## config.mk

```make
export PLATFORM = sky130hd
export DESIGN_NAME = alu_shift_seq
export DESIGN_NICKNAME = d
export VERILOG_FILES = /design/src/rtl/alu_shift_seq.sv
export SDC_FILE = /design/constraint.sdc
export NUM_CORES = 1
export LEC_CHECK = 0
export ABC_CLOCK_PERIOD_IN_PS = 3500
export CAP_MARGIN = 20
export CORE_UTILIZATION = 49
export CTS_BUF_LIST = sky130_fd_sc_hd__clkbuf_8
export DETAILED_ROUTE_END_ITERATION = 10
export HOLD_SLACK_MARGIN = 0.15
export PLACE_DENSITY = 0.89
export SLEW_MARGIN = 15
export SYNTH_ARGS = -nofsm -noshare
export SYNTH_HDL_FRONTEND = slang
export SYNTH_SLANG_ARGS = --single-unit
```

## constraint.sdc

```tcl
create_clock -name clk -period 3.5 [get_ports clk]
set_input_delay 0.875 -clock clk [delete_from_list [all_inputs] [get_ports clk]]
set_output_delay 0.875 -clock clk [all_outputs]
set_load 0.05 [all_outputs]
```

## src/rtl/alu_shift_seq.sv

```systemverilog
// Multi-cycle shift/rotate sequencer: drives the shared ALU one single-bit step
// per clock and accumulates the shifted value and PSW flags.
module alu_shift_seq #(
  parameter logic [4:0] COUNT_MASK = 5'h1F,
  parameter int         CNT_W      = 8
) (
  input  logic             clk,
  input  logic             reset,
  input  logic             start,
  input  logic [4:0]       op,
  input  logic             size,
  input  logic [15:0]      operand,
  input  logic [CNT_W-1:0] count,
  input  logic [5:0]       flags_in,
  output logic             busy,
  output logic             done,
  output logic             illegal,
  output logic [15:0]      result,
  output logic [5:0]       flags_out,
  output logic [4:0]       alu_op,
  output logic             alu_size,
  output logic [15:0]      alu_a,
  output logic [15:0]      alu_b,
  input  logic [15:0]      alu_r,
  input  logic [5:0]       alu_flags
);

  localparam int          DATA_W  = 16;
  localparam logic [4:0]  OP_AND  = 5'd0;
  localparam logic [4:0]  OP_ROL  = 5'd6;
  localparam logic [4:0]  OP_ROR  = 5'd7;
  localparam logic [4:0]  OP_SHL  = 5'd10;
  localparam logic [4:0]  OP_SHR  = 5'd11;
  localparam logic [4:0]  OP_SHRA = 5'd12;

  localparam int F_Z  = 5;
  localparam int F_S  = 4;
  localparam int F_P  = 3;
  localparam int F_V  = 2;
  localparam int F_CY = 1;

  typedef enum logic [1:0] {
    IDLE = 2'd0,
    STEP = 2'd1,
    FIN  = 2'd2
  } state_t;

  function automatic logic is_shift(input logic [4:0] o);
    return (o == OP_ROL) || (o == OP_ROR) || (o == OP_SHL) ||
           (o == OP_SHR) || (o == OP_SHRA);
  endfunction

  function automatic logic is_rotate(input logic [4:0] o);
    return (o == OP_ROL) || (o == OP_ROR);
  endfunction

  // Rotates leave Z/S/P untouched; AC is never touched by this sequencer.
  function automatic logic [5:0] merge_flags(input logic [5:0] cur,
                                             input logic [5:0] alu,
                                             input logic       rot);
    logic [5:0] f;
    f       = cur;
    f[F_CY] = alu[F_CY];
    f[F_V]  = alu[F_V];
    if (!rot) begin
      f[F_Z] = alu[F_Z];
      f[F_S] = alu[F_S];
      f[F_P] = alu[F_P];
    end
    return f;
  endfunction

  state_t              state;
  logic [4:0]          rem;
  logic [4:0]          op_q;
  logic                size_q;
  logic [DATA_W-1:0]   acc;
  logic [5:0]          flg;
  logic [4:0]          count_m;
  logic [5:0]          step_flags;

  assign count_m    = count[4:0] & COUNT_MASK;
  assign step_flags = merge_flags(flg, alu_flags, is_rotate(op_q));

  // The sequencer owns the ALU input bus only while stepping.
  assign alu_op   = (state == STEP) ? op_q   : OP_AND;
  assign alu_size = (state == STEP) ? size_q : 1'b0;
  assign alu_a    = (state == STEP) ? acc    : '0;
  assign alu_b    = (state == STEP) ? 16'd1  : '0;

  always_ff @(posedge clk) begin
    if (reset) begin
      state     <= IDLE;
      rem       <= '0;
      busy      <= 1'b0;
      done      <= 1'b0;
      illegal   <= 1'b0;
      result    <= '0;
      flags_out <= '0;
    end else begin
      case (state)
        IDLE: begin
          done    <= 1'b0;
          illegal <= 1'b0;
          if (start) begin
            rem <= count_m;
            if (!is_shift(op)) begin
              state     <= FIN;
              done      <= 1'b1;
              illegal   <= 1'b1;
              result    <= operand;
              flags_out <= flags_in;
            end else if (count_m == 5'd0) begin
              state     <= FIN;
              done      <= 1'b1;
              result    <= operand;
              flags_out <= flags_in;
            end else begin
              state <= STEP;
              busy  <= 1'b1;
            end
          end
        end
        STEP: begin
          if (rem != 5'd0) begin
            rem <= rem - 5'd1;
          end
          // Last step: publish the ALU's final value directly with done.
          if (rem <= 5'd1) begin
            state     <= FIN;
            busy      <= 1'b0;
            done      <= 1'b1;
            result    <= alu_r;
            flags_out <= step_flags;
          end
        end
        FIN: begin
          state   <= IDLE;
          done    <= 1'b0;
          illegal <= 1'b0;
        end
        default: begin
          state <= IDLE;
          busy  <= 1'b0;
          done  <= 1'b0;
        end
      endcase
    end
  end

  // Working datapath registers; only meaningful while state is STEP.
  always_ff @(posedge clk) begin
    if ((state == IDLE) && start) begin
      op_q   <= op;
      size_q <= size;
      acc    <= operand;
      flg    <= flags_in;
    end else if (state == STEP) begin
      acc <= alu_r;
      flg <= step_flags;
    end
  end

endmodule

```

==> impl_results.md <==
* Clock slew at reported path FFs at ~60 ps
* Fin area at approximately 4600 sq um
* Resize count post-CTS at 0
* Final Slew Violations at 0
* PortBufs at roughly 100
* Flops & latches, synth at 58
* Worst setup path start: op[3]
* Status: finished clean
* H-tree depth at 3
* Crit start category: primary input
* Clock sinks at 58
* Die ar. at around 6700 sq um
* Netlist cell types at 40
* Worst rel slew slack at about 37%
* Inst Count DP at slightly above 500
* GPL Wtd Cong at 0.826
* Setup slack after layout at between 600 and 700 ps
* Row count at 28
* Critical path's slowest cell: clkdlybuf4s50_1
* CTS Hold Buffers Added at 0
* Worst EP required at about 3700 ps
* Vias post-DR at between 2000 and 3000
* Placed cell area at 4380 sq um
* Fin nets at slightly above 500
* P per Cell Area at about 440 nW/um^2
* Layout area overhead at 47.6%
* Number of diodes at 0
* Initial antenna violation count at 0
* Worst skew pair latency at 340 ps
* Chip Width at slightly above 80 um
* Remaining Overflow, GRT at 0
* Total wire length at between 8000 and 9000 um
* First-pass GRT wire length at between 10000 and 15000 um
* Mapped Area at a little over 3000 sq um
* Cell-by-cell trace of the critical path: clkdlybuf4s50_1 -> or3b_1 -> a311o_1 -> a211oi_4 -> buf_12 -> mux2_1
* HP Class: reg2reg
* Clock Skews at about 7.6 ps
* Endpoints failing setup at 0
* Slowest stage delay, CP at between 500 and 600 ps
* CP Capture Point: result[10]$_SDFFE_PP0P_
* Worst Path Arrival at slightly above 3000 ps
* Synthesis Warnings at 0
* Post-route ant nets at 0
* Worst hold slack at approximately 460 ps
* Clock buffer count from CTS at 9
* Most frequent cells in the layout: nand2_1 (92), clkdlybuf4s50_1 (80), a21oi_1 (33)
* R2R cell count at 6
* DR pass1 iterations at 5
* Largest net degree at the start of global routing at between 50 and 60
* Wire per inst at approximately 16 um
* Placement Setup Slack at between 300 and 400 ps
* Critical path class: in2reg
* Aggregate global-route resource usage at about a quarter
* RSZ-0062 raised after global routing: no
* CP bufs+invs at 2
* Cell Count, Final, Fillers Out at about 530
* Post-CTS setup buffer count at 0
* Crit path time final at 2800 ps
* Vias in the first global route at approximately 2600
* Clock Tree Root: clkbuf_8
* Post-synthesis area per instance at between 9 and 10 sq um
* Starting Density at between 50% and 60%
* FF-to-FF End: result[10]$_SDFFE_PP0P_
* Final hold violation count at 0
* VDD IR-drop max at between 300 and 400 uV
* CTS tree: built
* I/O pin count at around 120
* P_leak at 1.91 nW
* Share of layout cells above drive strength 1 at between 10 and 15%
* Crit path max fanout at 24
* Setup TNS at 0 ps
* Core area at 6030 sq um
* DR vias/cell at between 5 and 6
* Max Clock Freq at about 360 MHz
* Most common cell after layout, fill and taps aside: nand2_1
* Setup slack, reg-to-reg at 1500 ps
* Bufs on Longest Clock Path at 2
* DRC viols at 0
* Family with the most delay on the worst path: buffers and inverters
* Mapped Cells at around 350
* Worst r2r src: state[1]$_SDFFE_PP0P_
* Critical path depth in cells at 6
* Starting DRT DRC Count at a little under 300
* Max-cap check violation count at 0
* Final HPWL from detailed placement at just under 6000 um
* Actual slew at the worst max-slew pin at between 900 and 1000 ps
* Die Y at 81.8 um
* Worst setup EP type: flip-flop
* Final Cycle Share at 80.0%
* Seq/Total Area, Yosys at between 40% and 50%
[area by class of cell]
type	count	area, sq um
multi-input combinational	260	1520
fill	389	1430
sequential	58	1420
timing repair buffer	110	1320
clock buffer	10	138
tap	75	93.8
clock inverter	6	81.3
inverter	6	22.5
[report_power, final]
part           switching [W]  internal [W]
clock network       0.000264      0.000415
registers          0.0000312      0.000783
logic               0.000330      0.000224
total               0.000625       0.00142
[worst min-delay path by stage]
| stage | cells past startpoint | start | slack, ps | end |
|---|---|---|---|---|
| 6_report | 2 | done$_SDFFE_PP0P_ | 460 | done$_SDFFE_PP0P_ |
| 5_1_grt | 2 | done$_SDFFE_PP0P_ | 510 | done$_SDFFE_PP0P_ |
| 4_1_cts | 2 | done$_SDFFE_PP0P_ | 460 | done$_SDFFE_PP0P_ |
| 3_5_place_dp | 2 | done$_SDFFE_PP0P_ | 450 | done$_SDFFE_PP0P_ |
| 3_3_place_gp | 2 | done$_SDFFE_PP0P_ | 450 | done$_SDFFE_PP0P_ |
| 2_1_floorplan | 2 | rem[4]$_SDFFE_PP0P_ | 450 | rem[4]$_SDFFE_PP0P_ |
[sequential cells by signal, summed over array words and instances (netlist names)]
| register | cells |
|---|---|
| result | 16 |
| illegal | 1 |
| size_q | 1 |
| busy | 1 |
| done | 1 |
| acc | 16 |
| flags_out | 6 |
| op_q | 5 |
| flg | 4 |
| rem | 5 |
| state | 2 |
[kinds of logic after synthesis]
family,Yosys count,share of synthesized area [%]
buffers and inverters,42,7.39
muxes,27,10.7
adders and majority gates,3,1.20
and+or+nand+nor,165,25.0
other,1,0.120
DFF,58,45.6
AOI/OAI and AO/OA,50,9.96
[synth_stat cells, drive strengths merged]
cell,count,area [sq um]
a211o,3,26.3
a211oi,1,20.0
a21o,1,7.51
a21oi,33,165
a221oi,1,8.76
a22oi,1,7.51
a311o,2,20.0
a311oi,1,15.0
and2,23,144
and3,1,6.26
and4bb,1,12.5
buf,21,151
clkbuf,15,56.3
conb,1,3.75
dfxtp,32,641
edfxtp,26,781
ha,3,37.5
inv,6,22.5
mux2,21,274
mux2i,6,60.1
nand2,92,345
nand2b,5,31.3
nand3,1,5.00
nor2,14,52.6
nor2b,20,125
nor3,3,20.0
nor4,1,6.26
o211ai,1,7.51
o21ai,5,25.0
o21bai,1,7.51
or3,1,6.26
or3b,2,17.5
or4,1,7.51
[stage by stage]
step	utilization (%)	total power, W
floorplan	-	0.00118
global placement	72.7	0.00136
detailed placement	72.7	0.00137
CTS	76.3	0.00205
global route	76.3	0.00212
finish	76.3	0.00205
[worst min-delay path: cells and delay by family, from the launching register on]
kind               cells  cell delay (ps)
DFF                    1              310
and+or+nand+nor        1               50
AOI/OAI and AO/OA      1               50
[routing by layer]
metal / part of all wire (%) / up-vias / global-route usage, %
met5: 0 / - / 0
met1: 40 / 1309 / 31.6
li1: - / 1324 / -
met4: 4.0 / 0 / 14.6
met3: 6.8 / 33 / 5.00
met2: 49 / 153 / 44.2
(Power assumes the default switching activity.)
